$ cat src/rtl/legv8_pkg.sv
// Shared LEGv8 constants and the fetch-control state encoding.
// Decode and the sign extender reuse the opcode constants.
package legv8_pkg;

  localparam logic [31:0] NOP_INSTR = 32'h0000_0000;
  localparam int unsigned PC_INC    = 4;

  localparam logic [5:0] OP_B   = 6'b000101;
  localparam logic [7:0] OP_CBZ = 8'b10110100;

  typedef enum logic {
    FETCH_RUN   = 1'b0,
    FETCH_REDIR = 1'b1
  } fetch_state_e;

endpackage

$ cat src/rtl/pc_register.sv
// Program counter flop: reset, hold, load of a redirect target, or increment by PC_INC.
// The increment wraps modulo 2^PC_W.
module pc_register
  import legv8_pkg::*;
#(
  parameter int              PC_W     = 64,
  parameter logic [PC_W-1:0] RESET_PC = '0
) (
  input  logic            clk,
  input  logic            reset,
  input  logic            hold,
  input  logic            load,
  input  logic [PC_W-1:0] load_value,
  output logic [PC_W-1:0] pc
);

  logic [PC_W-1:0] pc_d;
  logic [PC_W-1:0] pc_q;

  // A load beats a hold so a taken branch redirects even while stalled.
  always_comb begin
    pc_d = pc_q + PC_W'(PC_INC);
    if (load) begin
      pc_d = load_value;
    end else if (hold) begin
      pc_d = pc_q;
    end
  end

  always_ff @(posedge clk) begin
    if (reset) begin
      pc_q <= RESET_PC;
    end else begin
      pc_q <= pc_d;
    end
  end

  assign pc = pc_q;

endmodule

$ cat src/rtl/if_id_fetch_stage.sv
// LEGv8 fetch stage with the IF/ID pipeline register, redirect/flush/stall handling
// and a saturating counter of bubble cycles seen by decode.
module if_id_fetch_stage
  import legv8_pkg::*;
#(
  parameter int              PC_W     = 64,
  parameter int              INSTR_W  = 32,
  parameter logic [PC_W-1:0] RESET_PC = '0,
  parameter int              CNT_W    = 32
) (
  input  logic               clk,
  input  logic               reset,
  input  logic               stall,
  input  logic               pc_src,
  input  logic               flush,
  input  logic [PC_W-1:0]    branch_target,
  output logic [PC_W-1:0]    imem_addr,
  input  logic [INSTR_W-1:0] imem_data,
  output logic [PC_W-1:0]    if_id_pc,
  output logic [INSTR_W-1:0] if_id_instr,
  output logic               if_id_valid,
  output logic [CNT_W-1:0]   bubble_count
);

  fetch_state_e fsm_d, fsm_q;

  logic [PC_W-1:0]    pc;
  logic               pc_hold;
  logic               pc_load;

  logic [PC_W-1:0]    if_id_pc_d, if_id_pc_q;
  logic [INSTR_W-1:0] if_id_instr_d, if_id_instr_q;
  logic               if_id_valid_d, if_id_valid_q;
  logic [CNT_W-1:0]   bubble_count_d, bubble_count_q;
  logic               redir_pending;

  pc_register #(
    .PC_W     (PC_W),
    .RESET_PC (RESET_PC)
  ) u_pc_register (
    .clk        (clk),
    .reset      (reset),
    .hold       (pc_hold),
    .load       (pc_load),
    .load_value (branch_target),
    .pc         (pc)
  );

  assign redir_pending = (fsm_q == FETCH_REDIR);

  // Priority: redirect > flush > stall > normal fetch.
  always_comb begin
    fsm_d         = FETCH_RUN;
    pc_hold       = 1'b0;
    pc_load       = 1'b0;
    if_id_pc_d    = if_id_pc_q;
    if_id_instr_d = if_id_instr_q;
    if_id_valid_d = if_id_valid_q;

    if (pc_src) begin
      fsm_d         = FETCH_REDIR;
      pc_load       = 1'b1;
      if_id_pc_d    = '0;
      if_id_instr_d = INSTR_W'(NOP_INSTR);
      if_id_valid_d = 1'b0;
    end else if (flush) begin
      pc_hold       = stall;
      if_id_pc_d    = '0;
      if_id_instr_d = INSTR_W'(NOP_INSTR);
      if_id_valid_d = 1'b0;
    end else if (stall) begin
      // While the redirect target is still being fetched the latch keeps its bubble.
      pc_hold       = 1'b1;
      if_id_valid_d = if_id_valid_q & ~redir_pending;
    end else begin
      if_id_pc_d    = pc;
      if_id_instr_d = imem_data;
      if_id_valid_d = 1'b1;
    end
  end

  always_comb begin
    bubble_count_d = bubble_count_q;
    if (!if_id_valid_q && (bubble_count_q != '1)) begin
      bubble_count_d = bubble_count_q + CNT_W'(1);
    end
  end

  always_ff @(posedge clk) begin
    if (reset) begin
      fsm_q          <= FETCH_RUN;
      if_id_pc_q     <= '0;
      if_id_instr_q  <= INSTR_W'(NOP_INSTR);
      if_id_valid_q  <= 1'b0;
      bubble_count_q <= '0;
    end else begin
      fsm_q          <= fsm_d;
      if_id_pc_q     <= if_id_pc_d;
      if_id_instr_q  <= if_id_instr_d;
      if_id_valid_q  <= if_id_valid_d;
      bubble_count_q <= bubble_count_d;
    end
  end

  assign imem_addr    = pc;
  assign if_id_pc     = if_id_pc_q;
  assign if_id_instr  = if_id_instr_q;
  assign if_id_valid  = if_id_valid_q;
  assign bubble_count = bubble_count_q;

endmodule

$ cat config.mk
export PLATFORM = sky130hd
export DESIGN_NAME = if_id_fetch_stage
export DESIGN_NICKNAME = d
export VERILOG_FILES = /design/src/rtl/legv8_pkg.sv /design/src/rtl/pc_register.sv /design/src/rtl/if_id_fetch_stage.sv
export SDC_FILE = /design/constraint.sdc
export NUM_CORES = 1
export LEC_CHECK = 0
export ABC_AREA = 0
export CORE_MARGIN = 8
export CORE_UTILIZATION = 46
export CTS_BUF_LIST = sky130_fd_sc_hd__clkbuf_8 sky130_fd_sc_hd__clkbuf_16
export DETAILED_ROUTE_END_ITERATION = 10
export PLACE_DENSITY = 0.89
export SYNTH_ARGS = -nofsm -noshare
export SYNTH_HDL_FRONTEND = slang
export SYNTH_HIERARCHICAL = 1
export SYNTH_SLANG_ARGS = --single-unit
$ cat constraint.sdc
create_clock -name clk -period 4.5 [get_ports clk]
set_input_delay 0.9 -clock clk [delete_from_list [all_inputs] [get_ports clk]]
set_output_delay 0.9 -clock clk [all_outputs]
set_load 0.02 [all_outputs]
==> results of run 1 <==
path summary, 6_finish.rpt:
check / to / slack [ps]
hold / removal: if_id_instr[28] / 500
hold reg to reg: if_id_instr[28] / 500
setup reg to reg: u_pc_register/pc[56] / 1670
setup / recovery: u_pc_register/pc[45] / 1550
logic make-up after synthesis:
group | count (synthesis) | synth area share
fa+ha+maj | 2 | 0.00280
simple gates | 446 | 0.261
flops | 194 | 0.435
compound gates | 134 | 0.106
buf+inv | 80 | 0.0349
mux | 105 | 0.118
xor+xnor | 44 | 0.0431
worst min-delay path: stages (launching register included):
cell     delay [ps]
dfxtp_1         330
mux2i_1          70
nor2_1           70
sequential cells by signal, indices dropped and copies added, names as in the netlist:
register          count
if_id_pc             64
u_pc_register/pc     64
bubble_count         32
if_id_instr          32
fsm_q                 1
if_id_valid           1
per-stage QoR:
stage / setup WS, ps / cells
2_1_floorplan: 855 / 1005
4_1_cts: 1590 / 1536
5_1_grt: 1390 / 1539
6_report: 1550 / 1540
3_5_place_dp: 1140 / 1506
3_3_place_gp: 1240 / 1506
cell usage in the layout, fill, tap and decap left out, types with 3 or more instances in the layout:
cell	n
a311oi_1	16
clkdlybuf4s50_1	290
xor2_1	10
dfxtp_1	194
a311o_1	3
nand3_1	29
nor3_1	20
buf_4	10
o31ai_1	15
nor2b_1	9
inv_1	15
and2_1	6
o211ai_1	8
or4_1	15
diode_2	4
bufinv_16	5
or3_1	18
nor2_1	174
nand4_1	33
a21oi_1	33
a31oi_1	3
nand2b_1	4
a2111oi_0	5
nand2_1	56
and4b_1	4
and3_1	9
nor4b_1	3
nand4b_1	4
xnor2_1	34
o21ai_0	16
and4_1	16
nor4_1	21
a211oi_1	19
clkbuf_16	17
mux2i_1	104
routing by layer:
| metal | GRT usage | vias up |
|---|---|---|
| met5 | 0 | - |
| met2 | 0.401 | 395 |
| li1 | - | 4170 |
| met3 | 0.0818 | 36 |
| met4 | 0.0896 | 0 |
| met1 | 0.264 | 4088 |
power by group:
group | internal [W] | total [W] | switching [W]
registers | 0.00177 | 0.00186 | 0.0000881
clock network | 0.00101 | 0.00166 | 0.000648
logic | 0.000255 | 0.000486 | 0.000230
total | 0.00304 | 0.00400 | 0.000966
layout make-up:
cell class / instances / area, sq um / area share
multi-input combinational: 731 / 4750 / 0.375
clock inverter: 11 / 188 / 0.0148
antenna: 4 / 10.0 / 0.000791
clock buffer: 19 / 453 / 0.0358
tap: 265 / 332 / 0.0262
inverter: 14 / 52.6 / 0.00415
timing repair buffer: 302 / 2990 / 0.237
sequential: 194 / 3880 / 0.307
==> metrics.md, run 1 <==
| Metric | Value |
|---|---|
| P_leak | 4.49 nW |
| RSZ-0062 raised after global routing | false |
| Routed wire length | 29200 um |
| Number of flops mapped to enable cells by yosys | 0 |
| CP startpoint | stall |
| Crit path depth | 8 |
| Ys flop type | dfxtp_1 |
| Placed Area | 12000 sq um |
| DPL Wire Length | 21200 um |
| CP Cell Sequence | buf_6 > nor2b_1 > buf_4 > and4b_1 > nand4_1 > or3_1 > or4_1 > a311oi_1 |
| CTS tree | yes |
| CP max FO | 16 |
| Worst path buffer plus inverter count | 2 |
| P&R area growth vs syn | 41.7% |
| All-Layer GR Usage | 0.235 |
| Mapped Area | 8930 sq um |
| Routability congestion estimate | 0.894 |
| Crit. End Element | flop |
| Layout cells sized above 1 | 0.0488 |
| Most numerous cell in the Yosys netlist | dfxtp_1 |
| Setup Buffers After CTS | 0 |
| Yosys warnings | 6 |
| Clock Tree Root | clkbuf_16 |
| Die area | 24100 sq um |
| Pin count of the biggest net entering global routing | 98 |
| M1 WL | 11300 um |
| Hold Fails Final Rpt | 0 |
| Clock Path Buffers | 2 |
| Via-per-instance ratio | 5.64 |
| Worst slew margin | 0.257 |
| Library cells used by synthesis | 66 |
| MaxCap Viol Count | 0 |
| CP max stage delay | 540 ps |
| Clock Skew | 8.49 ps |
| Die width | 155 um |
| Crit path required time | 4820 ps |
| Final Core Density | 0.657 |
| Worst-Skew Late Latency | 420 ps |
| Iter 0 DRT Violations | 495 |
| Slew @ Worst Pin | 1110 ps |
| #FFs+latches synth | 194 |
| Worst r2r src | u_pc_register/pc[6] |
| Initial antenna violation count | 3 |
| Power per standard cell area | 316 nW/um^2 |
| Uppermost layer routed | met4 |
| Hold path depth | 2 |
| Hold/Removal Path Class | flop to flop |
| Nets | 1363 |
| Met2 Routed Length | 14300 um |
| Commonest cells post-synth | dfxtp_1 (194), nor2_1 (174), mux2i_1 (104) |
| Core Box Area | 19300 sq um |
| DRC Markers | 0 |
| H-tree level count | 4 |
| Slowest cell on crit path | or3_1 |
| Crit path DAT | 3270 ps |
| First-pass GRT wire length | 45900 um |
| Initial Utilization | 0.463 |
| Kind of cell adding the most delay to the critical path | simple AND/OR/NAND/NOR gates |
| Post-synth top area share | 0.435 |
| Hold Startpoint | if_id_instr[28] |
| Peak Freq | 339 MHz |
| # rows | 51 |
| Setup CP Type | primary input to flop |
| Synth Instances | 1005 |
| Max rail drop VDD | 264 uV |
| Status | completed |
| PostCTS Resize Cnt | 0 |
| Sequential area share after synthesis | 0.435 |
| Endpoints failing setup | 0 |
| Grt ovf | 0 |
| Vias in the first global route | 8540 |
| Period utilization | 0.655 |
| Hold buffers post-CTS | 0 |
| Number of fill cells | 1557 |
| Post-synth top area cell | dfxtp_1 |
| Post-route ant nets | 0 |
| Slew Limit Fails | 0 |
| Ports | 294 |
| Crit start category | primary input |
| CTS buffer count | 17 |
| Syn avg cell area | 8.89 sq um |
| Vias | 8689 |
| Synth area leaders | dfxtp_1 (43%), mux2i_1 (12%), nor2_1 (7.3%), xnor2_1 (3.3%), nand2_1 (2.4%) |
| Routed length per instance | 19.0 um |
| Clock transition at path regs | 70 ps |
| Clk sinks | 194 |
| Worst hold slack | 495 ps |
| First drt pass iteration count | 6 |
| Fin area | 12700 sq um |
| IO Port Bufs | 293 |
| Total power | 0.00400 W |
| R2R depth | 5 |
| Syn Nets | 1108 |
| Synth async-reset ratio | 0 |
| Setup TNS | 0 ps |
| Clock period minus worst slack | 2950 ps |
| Die H | 155 um |
| Wire length on met3 | 3070 um |
No activity file was read; power rests on OpenSTA's default activity.
==> inputs of run 2 (changes only) <==
Settings changed: CORE_UTILIZATION 46 to 42, PLACE_DENSITY 0.89 to 0.86.
Clock period 4.5 ns to 2.65 ns, I/O delays scaled along.
==> metrics.md, run 2 (same netlist as run 1, synthesis figures left out) <==
| Metric | Value |
|---|---|
| Clock period minus worst slack | 2460 ps |
| H-tree level count | 4 |
| RSZ-0062 raised after global routing | false |
| Max rail drop VDD | 362 uV |
| Setup CP Type | flop to flop |
| FF-to-FF setup slack | 190 ps |
| Period utilization | 0.929 |
| Status | completed |
| Hold buffers post-CTS | 0 |
| Commonest cells after routing, fill and taps aside | clkdlybuf4s50_1 (290), dfxtp_1 (194), nor2_1 (174) |
| P&R area growth vs syn | 46.3% |
| Routability congestion estimate | 0.915 |
| CTS buffer count | 17 |
| Crit path required time | 2980 ps |
| All-Layer GR Usage | 0.222 |
| Die width | 162 um |
| Final worst slack | 187 ps |
| ANT cells | 0 |
| DRC Markers | 0 |
| Final non-filler cell total | 1600 |
| Commonest non-fill, non-tap cell in the layout | clkdlybuf4s50_1 |
| Slew Limit Fails | 0 |
| Peak Freq | 406 MHz |
| Die H | 162 um |
| Layout cells sized above 1 | 0.0913 |
| Grt ovf | 0 |
| Initial Utilization | 0.426 |
| Via-per-instance ratio | 5.57 |
| P_leak | 4.74 nW |
| # rows | 53 |
| Clock transition at path regs | 80 ps |
| Clock Tree Root | clkbuf_16 |
| Worst hold slack | 486 ps |
| CTS tree | yes |
| Endpoints failing setup | 0 |
| Ports | 294 |
| Crit start category | flop |
| Vias | 8909 |
| Worst-Skew Late Latency | 430 ps |
| Crit. End Element | flop |
| Crit path DAT | 2800 ps |
| Hold/Removal Path Class | flop to flop |
| Pre-CTS setup slack | 191 ps |
| First drt pass iteration count | 5 |
| DPL Wire Length | 22600 um |
| Nets | 1415 |
| CP max FO | 14 |
| PostCTS Resize Cnt | 0 |
| Clock Skew | 13.3 ps |
| Slew @ Worst Pin | 751 ps |
| Clock Path Buffers | 2 |
| Clk sinks | 194 |
| Routed length per instance | 19.0 um |
| Initial antenna violation count | 2 |
| # placed instances | 1568 |
| Post-route ant nets | 0 |
| Pin count of the biggest net entering global routing | 98 |
| Power per standard cell area | 510 nW/um^2 |
| First-pass GRT wire length | 47100 um |
| Setup Buffers After CTS | 0 |
| Vias in the first global route | 8546 |
| Core Box Area | 21000 sq um |
| MaxCap Viol Count | 0 |
| Routed wire length | 30500 um |
| IO Port Bufs | 293 |
| Die area | 26200 sq um |
| Worst slew margin | 0.495 |
| Iter 0 DRT Violations | 571 |
| Hold Fails Final Rpt | 0 |
[run 2: changes by cell type in the layout (fill, tap and decap cells not counted), moves of 3 or more]
cell       previous run  this run
buf_12                0         4
buf_4                10        57
bufinv_16             5         1
diode_2               4         0
inv_1                15        12
inv_8                 0         5
[run 2: worst paths after layout]
path	start	to	cells after the start
max	u_pc_register/pc[38]	u_pc_register/pc[63]	5
max reg2reg	u_pc_register/pc[38]	u_pc_register/pc[63]	5
min	bubble_count[11]	bubble_count[11]	2
min reg2reg	bubble_count[11]	bubble_count[11]	2
[run 2: final cells by class]
class / instances / area, sq um
flip-flops and latches: 194 / 3880
clock inverters: 15 / 170
fillers: 1722 / 7890
repair buffers: 354 / 3430
well taps: 275 / 344
multi-input cells: 731 / 4760
inverters: 14 / 52.6
clock buffers: 17 / 425
[run 2: where the power goes]
part | leakage (nW) | switching, W | total (W) | internal, W
Sequential | 1.58 | 0.0000851 | 0.00309 | 0.00300
Clock | 0.287 | 0.00126 | 0.00261 | 0.00135
Combinational | 2.88 | 0.000474 | 0.000964 | 0.000490
[run 2: critical path, cell delays in order (launching register included)]
cell and delay, ps:
dfxtp_1 390, and4_1 340, nand4b_1 240, or3_1 570, or4_1 560, a311oi_1 260
[run 2: through the flow]
| step | TNS (ps) | instance area (sq um) | util | power (W) |
|---|---|---|---|---|
| after floorplan | -315 | 9020 | - | 0.00361 |
| after global placement | 0 | 12500 | 0.595 | 0.00410 |
| after detailed placement | 0 | 12500 | 0.595 | 0.00412 |
| after CTS | 0 | 13100 | 0.624 | 0.00674 |
| after global routing | 0 | 13100 | 0.624 | 0.00693 |
| final | 0 | 13100 | 0.624 | 0.00667 |
[run 2: layer usage]
layer | up-vias | share of wire | track usage | wire length [um]
met4 | 2 | 0.0081 | 0.0417 | 246
met3 | 22 | 0.10 | 0.0772 | 3070
li1 | 4266 | - | - | -
met2 | 404 | 0.50 | 0.396 | 15300
met5 | - | 0.00043 | 0 | 13
met1 | 4215 | 0.39 | 0.253 | 11900
==> inputs of run 3 (changes only) <==
Settings changed: CORE_UTILIZATION 42 to 46, PLACE_DENSITY 0.86 to 0.89.
Clock period 2.65 ns to 2.5 ns, I/O delays scaled along.
==> metrics.md, run 3 (same netlist as run 1, synthesis figures left out) <==
| Metric | Value |
|---|---|
| Core Box Area | 19300 sq um |
| Clock Tree Root | clkbuf_16 |
| Commonest non-fill, non-tap cell in the layout | clkdlybuf4s50_1 |
| Clock power frac | 0.407 |
| Final Core Density | 0.689 |
| Status | completed |
| Pin count of the biggest net entering global routing | 51 |
| Clock transition at path regs | 70 ps |
| Clock period minus worst slack | 2290 ps |
| Period utilization | 0.915 |
| DRC Markers | 0 |
| Crit path DAT | 2650 ps |
| MaxCap Viol Count | 0 |
| Clock Path Buffers | 2 |
| DPL Wire Length | 23200 um |
| Clk sinks | 194 |
| Most used cell, CP | or4_1 |
| Layout cells sized above 1 | 0.107 |
| Hold Fails Final Rpt | 0 |
| Hold/Removal Path Class | flop to flop |
| Kind of cell adding the most delay to the critical path | simple AND/OR/NAND/NOR gates |
| Fin area | 13300 sq um |
| Post-route ant nets | 0 |
| Die H | 155 um |
| Die width | 155 um |
| Final worst slack | 212 ps |
| Power per standard cell area | 548 nW/um^2 |
| Sw frac | 0.247 |
| CP Cell Sequence | nand4_4 > or4_1 > a211o_1 > or4_1 > a21oi_1 |
| Ports | 294 |
| Flop pwr share | 0.450 |
| Placed Area | 12600 sq um |
| Comb pwr share | 0.143 |
| Worst hold slack | 488 ps |
| Worst slew margin | 0.398 |
| Int Pwr | 0.00548 W |
| Grt ovf | 0 |
| Slowest cell on crit path | or4_1 |
| Setup Buffers After CTS | 0 |
| Setup CP Type | flop to flop |
| Slew @ Worst Pin | 904 ps |
| Routability congestion estimate | 0.912 |
| Nets | 1439 |
| Peak Freq | 437 MHz |
| Crit path required time | 2860 ps |
| Routed length per instance | 19.0 um |
| Max rail drop VDD | 418 uV |
| Pre-CTS setup slack | 119 ps |
| First-pass GRT wire length | 47600 um |
| Worst-Skew Late Latency | 430 ps |
| RSZ-0062 raised after global routing | false |
| # rows | 51 |
| P&R area growth vs syn | 48.7% |
| CP max stage delay | 580 ps |
| Die area | 24100 sq um |
| Commonest cells after routing, fill and taps aside | clkdlybuf4s50_1 (290), dfxtp_1 (194), nor2_1 (174) |
| CTS tree | yes |
| Clock Skew | 10.8 ps |
| Crit start category | flop |
| IO Port Bufs | 293 |
| Total net switching power | 0.00179 W |
| FF-to-FF setup slack | 210 ps |
| CTS buffer count | 17 |
| P_leak | 4.90 nW |
| Slew Limit Fails | 0 |
| Initial antenna violation count | 1 |
| Initial Utilization | 0.463 |
| All-Layer GR Usage | 0.245 |
| First drt pass iteration count | 5 |
| CP max FO | 13 |
| Via-per-instance ratio | 5.62 |
| Crit. End Element | flop |
| Routed wire length | 30600 um |
| Worst path buffer plus inverter count | 0 |
| Iter 0 DRT Violations | 645 |
| Vias in the first global route | 8934 |
| H-tree level count | 4 |
| Vias | 9070 |
| Endpoints failing setup | 0 |
-- run 3: cell count changes in the layout (fill, tap and decap cells not counted), sizes merged --
cell	change
buf	+24
bufinv	+3
clkbuf	+3
inv	-3
clkinvlp	-2
clkinv	-1
diode	+1
-- run 3: what timing repair did --
action                                  4_1_cts  5_1_grt
hold buffers                                  0        0
endpoints found under the setup margin        0        1
gates resized for setup                       0        1
-- run 3: final timing paths --
path / start / endpoint / cells after the start
setup / recovery: bubble_count[5] / bubble_count[23] / 5
hold / removal: fsm_q / if_id_valid / 2
setup reg to reg: bubble_count[5] / bubble_count[23] / 5
hold reg to reg: fsm_q / if_id_valid / 2
-- run 3: layout make-up --
type                    instances  area, sq um
clock inverters                12          178
repair buffers                378         3600
fillers                      1504         5990
well taps                     265          332
multi-input cells             731         4760
inverters                      14         52.6
clock buffers                  20          467
flip-flops and latches        194         3880
diodes                          1         2.50
-- run 3: routing by layer --
metal | share of wire | GRT usage
met1 | 0.38 | 0.271
met2 | 0.51 | 0.439
met3 | 0.096 | 0.0827
met4 | 0.016 | 0.0679
met5 | 0 | 0
-- run 3: power groups by stage --
stage                     logic [W]  registers, W  clock network [W]
after global routing        0.00110       0.00328            0.00315
final                       0.00104       0.00327            0.00296
after global placement      0.00102       0.00334                  0
after detailed placement    0.00104       0.00334                  0
after floorplan            0.000352       0.00347                  0
after CTS                   0.00104       0.00327            0.00302
-- run 3: worst register-to-register path: cells and delay by family (launching register included) --
kind | cells | cell delay (ps)
AOI/OAI and AO/OA | 2 | 590
and+or+nand+nor | 3 | 1180
DFF | 1 | 450
-- run 3: per-stage QoR --
step           instances  power, W  setup TNS (ps)
6_report            1615   0.00727               0
5_1_grt             1615   0.00754               0
4_1_cts             1614   0.00733               0
3_5_place_dp        1582   0.00438               0
3_3_place_gp        1582   0.00435               0
2_1_floorplan       1005   0.00382           -1180
